==> src/rtl/score_bcd.sv <==
// score_bcd: sequential binary-to-BCD converter (double-dabble, one bit per cycle).
// A score is accepted over a valid/ready handshake, clamped to 9999, then
// converted.  The four BCD digit registers are updated together on the LOAD
// edge, so the display never shows a partially converted value.
module score_bcd #(
    parameter int BIN_WIDTH = 14
) (
    input  logic                 clk,
    input  logic                 rst_n,
    input  logic                 in_valid,
    output logic                 in_ready,
    input  logic [BIN_WIDTH-1:0] bin_score,
    output logic [3:0]           score_1,
    output logic [3:0]           score_2,
    output logic [3:0]           score_3,
    output logic [3:0]           score_4,
    output logic                 done
);

    localparam int CW = (BIN_WIDTH > 16) ? 5 : 4;

    localparam logic [1:0] ST_IDLE  = 2'd0;
    localparam logic [1:0] ST_SHIFT = 2'd1;
    localparam logic [1:0] ST_LOAD  = 2'd2;

    localparam logic [BIN_WIDTH-1:0] MAX_SCORE = BIN_WIDTH'(9999);
    localparam logic [CW-1:0]        LAST_CNT  = CW'(BIN_WIDTH - 1);

    logic [1:0]           r_state;
    logic [BIN_WIDTH-1:0] r_bin;
    logic [15:0]          r_bcd;
    logic [CW-1:0]        r_cnt;
    logic [15:0]          r_score;
    logic                 r_done;

    logic [BIN_WIDTH-1:0]    w_sat;
    logic [15:0]             w_adj;
    logic [16+BIN_WIDTH-1:0] w_shifted;

    // Clamp the incoming score; the compare runs at full input width.
    always_comb begin
        w_sat = (bin_score > MAX_SCORE) ? MAX_SCORE : bin_score;
    end

    // Add-3 on every BCD nibble >= 5 (all from pre-adjust values), then shift.
    always_comb begin
        w_adj = r_bcd;
        for (int n = 0; n < 4; n++) begin
            if (r_bcd[n*4 +: 4] >= 4'd5) begin
                w_adj[n*4 +: 4] = r_bcd[n*4 +: 4] + 4'd3;
            end
        end
        w_shifted = {w_adj, r_bin} << 1;
    end

    // Control FSM, shift datapath and atomic digit publish.
    always_ff @(posedge clk or negedge rst_n) begin
        if (!rst_n) begin
            r_state <= ST_IDLE;
            r_bin   <= '0;
            r_bcd   <= '0;
            r_cnt   <= '0;
            r_score <= '0;
            r_done  <= 1'b0;
        end else begin
            r_done <= 1'b0;
            case (r_state)
                ST_IDLE: begin
                    if (in_valid) begin
                        r_bin   <= w_sat;
                        r_bcd   <= '0;
                        r_cnt   <= '0;
                        r_state <= ST_SHIFT;
                    end
                end
                ST_SHIFT: begin
                    r_bcd <= w_shifted[16+BIN_WIDTH-1 -: 16];
                    r_bin <= w_shifted[BIN_WIDTH-1:0];
                    r_cnt <= r_cnt + 1'b1;
                    // Counter value LAST_CNT marks the final (BIN_WIDTH-th) shift.
                    if (r_cnt == LAST_CNT) begin
                        r_state <= ST_LOAD;
                    end
                end
                ST_LOAD: begin
                    r_score <= r_bcd;
                    r_done  <= 1'b1;
                    r_state <= ST_IDLE;
                end
                default: begin
                    r_state <= ST_IDLE;
                end
            endcase
        end
    end

    // Ready only while idle; goes high in the same cycle done is high.
    always_comb begin
        in_ready = (r_state == ST_IDLE);
    end

    assign score_1 = r_score[3:0];
    assign score_2 = r_score[7:4];
    assign score_3 = r_score[11:8];
    assign score_4 = r_score[15:12];
    assign done    = r_done;

endmodule
==> config.mk <==
export PLATFORM = sky130hd
export DESIGN_NAME = score_bcd
export DESIGN_NICKNAME = d
export VERILOG_FILES = /design/src/rtl/score_bcd.sv
export SDC_FILE = /design/constraint.sdc
export NUM_CORES = 1
export LEC_CHECK = 0
export BUFFER_PORTS_ARGS = -buffer_cell sky130_fd_sc_hd__buf_2
export CAP_MARGIN = 25
export CORE_MARGIN = 3
export CORE_UTILIZATION = 45
export DETAILED_ROUTE_END_ITERATION = 7
export GPL_ROUTABILITY_DRIVEN = 0
export PLACE_DENSITY = 0.67
export SLEW_MARGIN = 10
export SYNTH_ARGS = -nofsm -noshare
export SYNTH_HDL_FRONTEND = slang
export SYNTH_SLANG_ARGS = --single-unit
==> constraint.sdc <==
create_clock -name clk -period 1.36 [get_ports clk]
set_clock_uncertainty 0.15 [all_clocks]
set_input_delay 0.136 -clock clk [delete_from_list [all_inputs] [get_ports clk]]
set_output_delay 0.136 -clock clk [all_outputs]
set_load 0.005 [all_outputs]
# --- Yosys cells after proc, flatten, opt, wreduce, memory -nomap -nowiden ---
# Index checks and enable logic that the tools add are counted.
op_classes:
  eq_ne: 5
  reduce_logical: 4
  addsub: 5
  mux: 15
  order_cmp: 5
ops:
  columns: ["operator", "n"]
  rows:
  - ["$pmux W16 S2", 1]
  - ["$mux W14", 2]
  - ["$pmux W14 S2", 1]
  - ["$ge A4 B3 Y1 const B", 4]
  - ["$mux W16", 1]
  - ["$mux W4", 4]
  - ["$gt A14 B14 Y1 const B", 1]
  - ["$add A4 B2 Y4 const B", 3]
  - ["$pmux W4 S2", 1]
  - ["$add A4 B1 Y4 const B", 1]
  - ["$eq A4 B4 Y1 const B", 1]
  - ["$mux W2", 2]
  - ["$ne A2 B2 Y1 const B", 2]
  - ["$pmux W2 S2", 1]
  - ["$reduce_and A2 Y1", 2]
  - ["$add A3 B2 Y3 const B", 1]
  - ["$mux W3", 1]
  - ["$eq A2 B1 Y1 const B", 1]
  - ["$eq A2 B2 Y1 const B", 1]
  - ["$logic_not A2 Y1", 1]
  - ["$reduce_bool A2 Y1", 1]
  - ["$mux W1", 1]
word_totals:
  elab_cells: 40
  regBits: 53
  output_inout_bits: 18
  input_bits: 17

# --- Logic depth before layout (Yosys ltp) ---
# Gate-level depths: netlist of the first run.
logic_depth:
  word_depth: 4
  depth_mapped: 5
  ltp_nobuf: 5

# --- Worst setup path after synthesis of the first run ---
# Ideal clock, no wire load.
synth_timing:
  kind: "register to register"
  start: "register r_bcd[0]"
  end: "register r_bcd[2]"
  slack_ns: -0.126
  n_path_buf: 0
  synth_period_minus_slack_ns: 1.486
  path_stages_with_launch: 6
  setup_time_ns: 0.116
  arrival_ns: 1.221
  required_time_ns: 1.094
  cell_sequence: "dfrtp_1 inv_1 ha_1 nor2b_1 o21a_1 o311ai_0"
synth_via:
  elab_chain_len: 3
  word_cells_on_any_way: 4
  classes_between: "add/sub: 1; order compare: 1; mux: 2"
synth_lines:
  columns: ["item", "line_no", "text"]
  rows:
  - ["from (decl)", "31", "logic [15:0] r_bcd;"]
  - ["from (signal assigned)", "77", "r_bcd <= w_shifted[16+BIN_WIDTH-1 -: 16];"]
  - ["$add A4 B2 Y4 / $ge A4 B3 Y1 (equally long branches)", "50, 49", null]
  - ["$mux W4 *", "49", "if (r_bcd[n*4 +: 4] >= 4'd5) begin"]
  - ["$pmux W16 S2 *", "67", "case (r_state)"]
# Every way passes the cells marked *; elsewhere a longest branch is shown, timed or not.
# A chain may end at the register's enable or synchronous reset.

# --- Final worst setup path of the first run ---
layout_timing:
  start: "register r_bcd[4]"
  end: "register r_bcd[6]"
# The elaborated chain is that of the path after synthesis.

==> impl_metrics.env, run 1 <==
export IMPL_status="complete, but fails checks"
export IMPL_violations="negative setup slack"
export IMPL_reg2reg_from="r_bcd[4]$_DFFE_PN0P_"
export IMPL_syn_to_final_growth_pct=48.9
export IMPL_drc=0
export IMPL_nets=391
export IMPL_power_density_mw_per_mm2=2170
export IMPL_p_clk_share_pct=10.3
export IMPL_max_cap_violations=0
export IMPL_synth_edf_count=0
export IMPL_die_area_mm2=0.00696
export IMPL_swShare_pct=38.8
export IMPL_ys_warn_count=0
export IMPL_htreeDepth=2
export IMPL_setup_viol=52
export IMPL_clk_latency_ns=0.30
export IMPL_drt_iter0_drc=111
export IMPL_fin_area_mm2=0.00402
export IMPL_min_from="bin_score[9]"
export IMPL_period_share_pct=111
export IMPL_p_switching_mw=3.39
export IMPL_antenna_left=0
export IMPL_grt_usage_pct=19.7
export IMPL_crit_chain="inv_2, ha_4, nor2b_4, buf_6, o2111ai_1, o311ai_2"
export IMPL_seqPwrFrac_pct=31.8
export IMPL_overflow=0
export IMPL_maxSlewViolCount=0
export IMPL_grt_first_pass_wirelength_um=11300
export IMPL_row_count=27
export IMPL_grt_pass1_vias=2445
export IMPL_cts_root_buffer="clkbuf_8"
export IMPL_ys_ff_latch=53
export IMPL_internal_power_mw=5.35
export IMPL_startpoint="r_bcd[4]$_DFFE_PN0P_"
export IMPL_final_hold_viol_count=0
export IMPL_drive_above_1_share_pct=46.0
export IMPL_ys_types=44
export IMPL_timing_final_crit_period_ns=1.51
export IMPL_clockBufferDepth=2
export IMPL_synth_nets=291
export IMPL_initial_utilization_pct=47.8
export IMPL_worst_slew_pin_slew_ns=0.383
export IMPL_timing_fmax_ghz=0.661
export IMPL_hold_path_class="input pin to register"
export IMPL_cts_tree="done"
export IMPL_antenna_cells=0
export IMPL_numPortBuffers=34
export IMPL_io_pins=35
export IMPL_worst_slack_ns=-0.152
export IMPL_die_w_um=83.4
export IMPL_start_kind="register"
export IMPL_syn_inst=264
export IMPL_total_power_mw=8.73
export IMPL_synthArstFlopShare_pct=100
export IMPL_syn_cell_area_mm2=0.00270
export IMPL_critPathKind="register to register"
export IMPL_core_area_mm2=0.00564
export IMPL_grt_max_degree=54
export IMPL_irDropWorstVdd_uv=1290
export IMPL_ys_flop_type="dfrtp_1"
export IMPL_cp_arrival_ns=1.54
export IMPL_end_kind="register"
export IMPL_crit_path_top_delay_cell="dfrtp_1"
export IMPL_avgSynthCellArea_um2=10.2
export IMPL_slowest_delay_ns=0.42
export IMPL_worstPathMaxFanout=4
export IMPL_fillCellCount=434
export IMPL_avgRoutedWirePerCell_um=16.5
export IMPL_cts_buffers=5
export IMPL_placed_area_mm2=0.00329
export IMPL_yosysSeqAreaShare_pct=49.2
export IMPL_dieHeight_um=83.4
export IMPL_slew_headroom_pct=74.3
export IMPL_dr_pass1_iters=4
export IMPL_routed_wl_um=7210
export IMPL_leakage_nw=1.88
export IMPL_vias=2418
export IMPL_clkSinkCount=53
export IMPL_combPwrFrac_pct=58.0
export IMPL_clk_pin_slew_ns=0.10
export IMPL_rsz0062_at_grt="true"
export IMPL_viasPerCell=5.53
export IMPL_cp_required_ns=1.39
export IMPL_antenna_found_initial=0
export IMPL_hpwl_um=4240
==> what timing repair did <==
| action | CTS | global route |
|---|---|---|
| hold buffers | 9 | 0 |
| hold endpoints to repair | 61 | 0 |
| cloned | 1 | 6 |
| gates resized for setup | 48 | 37 |
| buffers inserted | 10 | 5 |
| endpoints found under the setup margin | 36 | 52 |
| pin swaps | 17 | 11 |
==> worst max-delay path: cells and delay by family, from the launching register on <==
| family | cells | cell delay [ns] |
|---|---|---|
| AND/OR/NAND/NOR | 1 | 0.12 |
| adder cells (fa/ha/maj) | 1 | 0.16 |
| flip-flops | 1 | 0.42 |
| buffers and inverters | 2 | 0.19 |
| AO/OA/AOI/OAI | 2 | 0.34 |
==> path summary, 6_finish.rpt <==
check,cells past startpoint,slack [ns],to
setup / recovery,6,-0.15,r_bcd[6]$_DFFE_PN0P_
hold / removal,3,0.05,r_bin[9]$_DFFE_PN0P_
setup reg to reg,6,-0.15,r_bcd[6]$_DFFE_PN0P_
hold reg to reg,2,0.33,r_score[6]$_DFFE_PN0P_
max in group asynchronous,3,0.62,r_bcd[9]$_DFFE_PN0P_
min in group asynchronous,3,0.20,done$_DFF_PN0_
==> cell usage after synthesis (4+ instances only) <==
cell type  count  area, um^2
clkbuf_1       5        18.8
nand3b_1       5        37.5
ha_1          10         125
nor2b_1        6        37.5
o21ai_0       27         135
inv_1         20        75.1
a22o_1         9        78.8
a22oi_1        6        45.0
nand2_1       39         146
o211ai_1       4        30.0
o2111ai_1      8        70.1
o311ai_0       4        35.0
a32oi_1        4        35.0
o31ai_1       10        75.1
dfrtp_1       53        1330
buf_2          4        20.0
o21a_1         5        37.5
==> final cells by class <==
cell class                      count  area [um^2]  area share [%]
Multi-Input combinational cell    178         1500            37.3
Sequential cell                    53         1330            33.0
Tap cell                           72         90.1            2.24
Clock buffer                        5         68.8            1.71
Clock inverter                      3         17.5           0.436
Inverter                           20         75.1            1.87
Timing Repair Buffer              106          940            23.4
==> kinds of logic (layout without fill, tap and decap cells) <==
| group | count (synthesis) | count (layout) | synth area share (%) |
|---|---|---|---|
| AO/OA/AOI/OAI | 93 | 93 | 24.8 |
| AND/OR/NAND/NOR | 70 | 70 | 13.5 |
| flip-flops | 53 | 53 | 49.2 |
| buffers and inverters | 33 | 134 | 6.12 |
| adder cells (fa/ha/maj) | 10 | 10 | 4.64 |
| XOR/XNOR | 3 | 3 | 0.974 |
| multiplexers | 2 | 2 | 0.742 |
==> routing by layer <==
metal | wire length (um) | part of all wire [%] | vias to the layer above | track usage (%)
met1 | 3080 | 43 | 1185 | 25.0
li1 | - | - | 1163 | -
met3 | 343 | 4.8 | 13 | 3.87
met2 | 3620 | 50 | 57 | 34.5
met4 | 162 | 2.2 | 0 | 4.82
met5 | 0 | 0 | - | 0
==> cells in the final DEF, fill, tap and decap left out, drive strengths merged, types with 3 or more instances in the layout <==
cell type / Yosys / layout
a22o: 9 / 9
nor2b: 6 / 6
o21a: 5 / 5
o31ai: 10 / 10
dfrtp: 53 / 53
o2111ai: 8 / 8
clkbuf: 7 / 10
o311ai: 4 / 4
a22oi: 6 / 6
xnor2: 3 / 3
a21oi: 3 / 3
nor3: 4 / 4
nand2: 39 / 39
o211ai: 4 / 4
o21ai: 27 / 27
a32oi: 4 / 4
buf: 5 / 92
dlygate4sd3: 0 / 9
o221ai: 3 / 3
ha: 10 / 10
o21bai: 4 / 4
and2: 4 / 4
a21o: 4 / 4
nand3b: 5 / 5
inv: 20 / 20
==> through the flow <==
step / worst slack, ns / utilization, % / setup TNS (ns) / hold slack (ns) / cells
global placement: -0.204 / 58.4 / -2.47 / 0.00121 / 399
floorplan: -0.0607 / - / -0.323 / -0.310 / 264
CTS: -0.146 / 66.2 / -2.45 / 0.0357 / 426
detailed placement: -0.237 / 58.4 / -3.78 / 0.00375 / 399
global route: -0.194 / 71.2 / -5.99 / 0.0335 / 437
finish: -0.152 / 71.2 / -3.65 / 0.0479 / 437
==> power by group through the flow <==
stage          clock (mW)  combinational [mW]  sequential (mW)
6_report            0.896                5.06             2.77
5_1_grt             0.996                5.53             2.87
4_1_cts             0.925                4.44             2.73
3_5_place_dp            0                3.72             2.74
3_3_place_gp            0                3.60             2.70
2_1_floorplan           0                2.29             2.70
==> registers in the layout, indices dropped and copies added (netlist names) <==
name     count
done         1
r_cnt        4
r_score     16
r_bcd       16
r_bin       14
r_state      2
No activity file was read; power rests on OpenSTA's default activity.
==> run 2, diff against run 1 <==
Settings changed: CELL_PAD_IN_SITES_DETAIL_PLACEMENT from default to 1, CELL_PAD_IN_SITES_GLOBAL_PLACEMENT from default to 1, CORE_UTILIZATION 45 to 40, PLACE_DENSITY 0.67 to 0.81.
==> impl_metrics.env, run 2 (synthesis results as in run 1) <==
export IMPL_final_hold_viol_count=0
export IMPL_reg_largest_list="r_bcd x16, r_score x16, r_bin x14"
export IMPL_numPortBuffers=34
export IMPL_antenna_cells=0
export IMPL_grt_max_degree=34
export IMPL_worst_slack_ns=-0.211
export IMPL_power_density_mw_per_mm2=2310
export IMPL_startpoint="r_bcd[13]$_DFFE_PN0P_"
export IMPL_cp_required_ns=1.39
export IMPL_crit_path_top_delay_cell="dfrtp_1"
export IMPL_status="complete, but fails checks"
export IMPL_endpoint="r_bcd[13]$_DFFE_PN0P_"
export IMPL_io_pins=35
export IMPL_internal_power_mw=5.53
export IMPL_antenna_found_initial=0
export IMPL_drive_above_1_share_pct=44.7
export IMPL_fin_area_mm2=0.00398
export IMPL_nets=395
export IMPL_timing_final_crit_period_ns=1.57
export IMPL_slew_headroom_pct=73.3
export IMPL_dr_pass1_iters=4
export IMPL_row_count=29
export IMPL_hold_depth=3
export IMPL_violations="negative setup slack"
export IMPL_hpwl_um=5350
export IMPL_reg2reg_to="r_bcd[13]$_DFFE_PN0P_"
export IMPL_p_switching_mw=3.64
export IMPL_placed_area_mm2=0.00337
export IMPL_r2r_cells=6
export IMPL_setup_tns_final_ns=-5.61
export IMPL_utilization_pct=61.6
export IMPL_end_kind="register"
export IMPL_slowest_delay_ns=0.39
export IMPL_p_clk_share_pct=12.8
export IMPL_worst_slew_pin_slew_ns=0.401
export IMPL_clk_latency_ns=0.32
export IMPL_critical_path_buf_inv_count=2
export IMPL_clk_pin_slew_ns=0.10
export IMPL_routed_wl_um=8800
export IMPL_timing_fmax_ghz=0.636
export IMPL_core_area_mm2=0.00646
export IMPL_syn_to_final_growth_pct=47.4
export IMPL_worstPathMaxFanout=3
export IMPL_grt_pass1_vias=2684
export IMPL_drc=0
export IMPL_cts_tree="done"
export IMPL_grt_usage_pct=21.5
export IMPL_cts_root_buffer="clkbuf_8"
export IMPL_combPwrFrac_pct=56.8
export IMPL_rsz0062_at_grt="true"
export IMPL_clkSinkCount=53
export IMPL_avgRoutedWirePerCell_um=19.7
export IMPL_cts_buffers=5
export IMPL_grt_first_pass_wirelength_um=13200
export IMPL_cp_num_cells=6
export IMPL_max_cap_violations=0
export IMPL_period_share_pct=116
export IMPL_swShare_pct=39.7
export IMPL_drt_iter0_drc=131
export IMPL_antenna_left=0
export IMPL_reg2reg_from="r_bcd[13]$_DFFE_PN0P_"
export IMPL_initial_utilization_pct=41.8
export IMPL_critPathKind="register to register"
export IMPL_die_area_mm2=0.00777
export IMPL_viasPerCell=5.68
export IMPL_setup_viol=51
export IMPL_overflow=0
export IMPL_rrSetupSlack_ns=-0.21
export IMPL_start_kind="register"
export IMPL_maxSlewViolCount=0
export IMPL_final_cell_mix="53 x dfrtp_1, 53 x buf_4, 35 x nand2_1, 35 x buf_2, 18 x o21ai_0"
export IMPL_clockBufferDepth=2
export IMPL_cp_arrival_ns=1.60
export IMPL_vias=2532
export IMPL_dieHeight_um=88.1
export IMPL_hold_path_class="input pin to register"
export IMPL_die_w_um=88.1
export IMPL_crit_family="flip-flops"
export IMPL_leakage_nw=1.86
export IMPL_seqPwrFrac_pct=30.5
export IMPL_irDropWorstVdd_uv=902
export IMPL_crit_chain="inv_2, ha_4, nor2b_4, buf_4, o2111ai_1, o211ai_1"
export IMPL_total_power_mw=9.18
export IMPL_htreeDepth=2
-- run 2: cell types whose count changed in the layout (fill, tap and decap cells not counted), sizes merged --
cell | previous run | this run
buf | 92 | 99
clkbuf | 10 | 8
bufinv | 0 | 1
clkinv | 2 | 0
-- run 2: per-layer routing --
layer	GRT usage (%)	up-vias	routed length [um]
li1	-	1163	-
met1	26.6	1292	3550
met2	38.8	58	4730
met3	3.57	19	287
met4	6.04	0	234
met5	0	-	0
-- run 2: power by group through the flow --
stage | logic, mW | clock network (mW) | registers (mW)
final | 5.21 | 1.17 | 2.80
after global routing | 5.70 | 1.24 | 2.88
after CTS | 4.46 | 1.18 | 2.75
after detailed placement | 3.94 | 0 | 2.77
after global placement | 3.71 | 0 | 2.71
after floorplan | 2.29 | 0 | 2.70
-- run 2: area by class of cell --
type	count	area [um^2]
well taps	77	96.3
inverters	20	75.1
clock inverters	2	37.5
flip-flops and latches	53	1330
repair buffers	110	872
fillers	712	2480
clock buffers	6	82.6
multi-input cells	178	1490
-- run 2: how the worst min path moves through the flow --
stage	to	start	slack, ns
global route	r_bin[13]$_DFFE_PN0P_	bin_score[13]	0.04
finish	r_bin[11]$_DFFE_PN0P_	bin_score[11]	0.03
CTS	r_bin[13]$_DFFE_PN0P_	bin_score[13]	0.02
detailed placement	r_score[13]$_DFFE_PN0P_	rst_n	-0.06
global placement	r_score[13]$_DFFE_PN0P_	rst_n	-0.06
floorplan	done$_DFF_PN0_	rst_n	-0.31
-- run 2: repair_timing --
action                                  CTS  global route
endpoints found under the setup margin   51            53
pin swaps                                12            11
buffers inserted                          8             5
resized for setup                        29            29
hold buffers                              9             0
gates cloned                              1             2
endpoints found under the hold margin    61             0
-- run 2: per-stage QoR --
stage,hold WS [ns],worst slack (ns),std cells
detailed placement,-0.0623,-0.252,414
finish,0.0339,-0.211,446
global placement,-0.0637,-0.180,414
CTS,0.0183,-0.188,439
global route,0.0393,-0.278,446
floorplan,-0.310,-0.0607,264
-- run 2: worst reg2reg max path: stages (launching register included) --
cell       delay (ns)
dfrtp_1          0.39
inv_2            0.09
ha_4             0.17
nor2b_4          0.12
buf_4            0.14
o2111ai_1        0.22
o211ai_1         0.16
==> run 3, diff against run 2 <==
Settings changed: GPL_TIMING_DRIVEN from default to 0.
==> impl_metrics.env, run 3 (synthesis results as in run 1) <==
export IMPL_timing_final_crit_period_ns=1.61
export IMPL_layout_commonest_cell="dfrtp_1"
export IMPL_critPathKind="register to register"
export IMPL_routed_wl_um=8350
export IMPL_irDropWorstVdd_uv=1410
export IMPL_overflow=0
export IMPL_max_cap_violations=0
export IMPL_busiest_layer="met2"
export IMPL_vias=2444
export IMPL_hold_path_class="input pin to register"
export IMPL_use_met3_pct=4.23
export IMPL_hpwl_um=4730
export IMPL_rsz0062_at_grt="true"
export IMPL_clockBufferDepth=2
export IMPL_viasPerCell=5.67
export IMPL_row_count=29
export IMPL_final_cell_mix="50 x dfrtp_1, 36 x buf_2, 32 x nand2_1"
export IMPL_utilization_pct=59.1
export IMPL_placed_cells=376
export IMPL_cp_arrival_ns=1.72
export IMPL_syn_to_final_growth_pct=41.6
export IMPL_grt_usage_pct=21.2
export IMPL_fin_cells=431
export IMPL_setup_tns_final_ns=-6.01
export IMPL_clk_latency_ns=0.32
export IMPL_fillCellCount=722
export IMPL_fin_area_mm2=0.00382
export IMPL_period_share_pct=118
export IMPL_worstPathMaxFanout=4
export IMPL_status="complete, but fails checks"
export IMPL_numPortBuffers=34
export IMPL_slew_headroom_pct=65.6
export IMPL_worst_slew_pin_slew_ns=0.516
export IMPL_nets=380
export IMPL_setup_viol=46
export IMPL_post_place_ws_ns=-0.323
export IMPL_clk_pin_slew_ns=0.11
export IMPL_antenna_cells=0
export IMPL_start_kind="register"
export IMPL_core_area_mm2=0.00646
export IMPL_dr_pass1_iters=4
export IMPL_cts_buffers=5
export IMPL_cts_tree="done"
export IMPL_timing_fmax_ghz=0.623
export IMPL_grt_pass1_vias=2543
export IMPL_cts_root_buffer="clkbuf_8"
export IMPL_die_area_mm2=0.00777
export IMPL_grt_max_degree=33
export IMPL_grt_met1_usage_pct=25.7
export IMPL_violations="negative setup slack"
export IMPL_worst_slack_ns=-0.245
export IMPL_end_kind="register"
export IMPL_antenna_found_initial=0
export IMPL_htreeDepth=2
export IMPL_initial_utilization_pct=41.8
export IMPL_die_w_um=88.1
export IMPL_cp_required_ns=1.47
export IMPL_maxSlewViolCount=0
export IMPL_power_density_mw_per_mm2=2270
export IMPL_register_area_mm2=0.00133
export IMPL_final_hold_viol_count=0
export IMPL_placed_area_mm2=0.00306
export IMPL_drt_iter0_drc=119
export IMPL_clkSinkCount=53
export IMPL_antenna_left=0
export IMPL_dieHeight_um=88.1
export IMPL_grt_first_pass_wirelength_um=12700
export IMPL_drive_above_1_share_pct=42.4
export IMPL_io_pins=35
export IMPL_drc=0
export IMPL_reg_largest_list="r_bcd x16, r_score x16, r_bin x14"
export IMPL_leakage_nw=1.81
export IMPL_avgRoutedWirePerCell_um=19.4
export IMPL_multi_input_area_mm2=0.00144
export IMPL_grtUsageMet2_pct=38.1
[run 3: through the flow]
stage / hold slack, ns / total power [mW]
final: 0.0201 / 8.68
after global routing: 0.0229 / 9.28
after CTS: 0.0118 / 7.91
after detailed placement: -0.00898 / 6.01
after global placement: 0.205 / 5.85
after floorplan: -0.310 / 4.99
[run 3: area by class of cell]
class	count	share of cell area, %
Buffer	11	3.70
Sequential cell	53	34.8
Inverter	20	2.03
Multi-Input combinational cell	179	37.7
Timing Repair Buffer	83	16.1
Clock inverter	3	1.25
Clock buffer	5	1.80
Tap cell	77	2.52
[run 3: worst paths after layout]
check,start,endpoint,slack (ns),cells past startpoint
max,r_state[1]$_DFFE_PN0P_,r_bin[6]$_DFFE_PN0P_,-0.25,4
min,bin_score[9],r_bin[9]$_DFFE_PN0P_,0.02,3
max reg2reg,r_state[1]$_DFFE_PN0P_,r_bin[6]$_DFFE_PN0P_,-0.25,4
min reg2reg,r_score[3]$_DFFE_PN0P_,r_score[3]$_DFFE_PN0P_,0.33,2
max in group asynchronous,rst_n,r_bcd[0]$_DFFE_PN0P_,0.34,3
min in group asynchronous,rst_n,r_score[13]$_DFFE_PN0P_,0.16,2
[run 3: layer usage]
| layer | vias to the layer above | routed length, um |
|---|---|---|
| met5 | - | 0 |
| met4 | 0 | 131 |
| met3 | 13 | 294 |
| met2 | 62 | 4420 |
| met1 | 1224 | 3500 |
| li1 | 1145 | - |
[run 3: critical path: stages, from the launching register on]
cell,delay [ns]
dfrtp_2,0.46
buf_6,0.13
or3b_4,0.42
nor3_4,0.22
a21o_2,0.16
[run 3: where the power goes]
| part | switching [mW] | internal, mW | total [mW] |
|---|---|---|---|
| Combinational | 2.34 | 2.37 | 4.72 |
| Clock | 0.587 | 0.563 | 1.15 |
| Sequential | 0.556 | 2.26 | 2.81 |
| Total | 3.48 | 5.19 | 8.68 |
[run 3: timing repair]
action,in CTS,in global routing
pin swaps,27,18
cloned,2,2
gates resized for setup,42,37
hold endpoints to repair,29,0
hold buffers,9,0
setup endpoints to repair,53,53
setup buffers,22,14
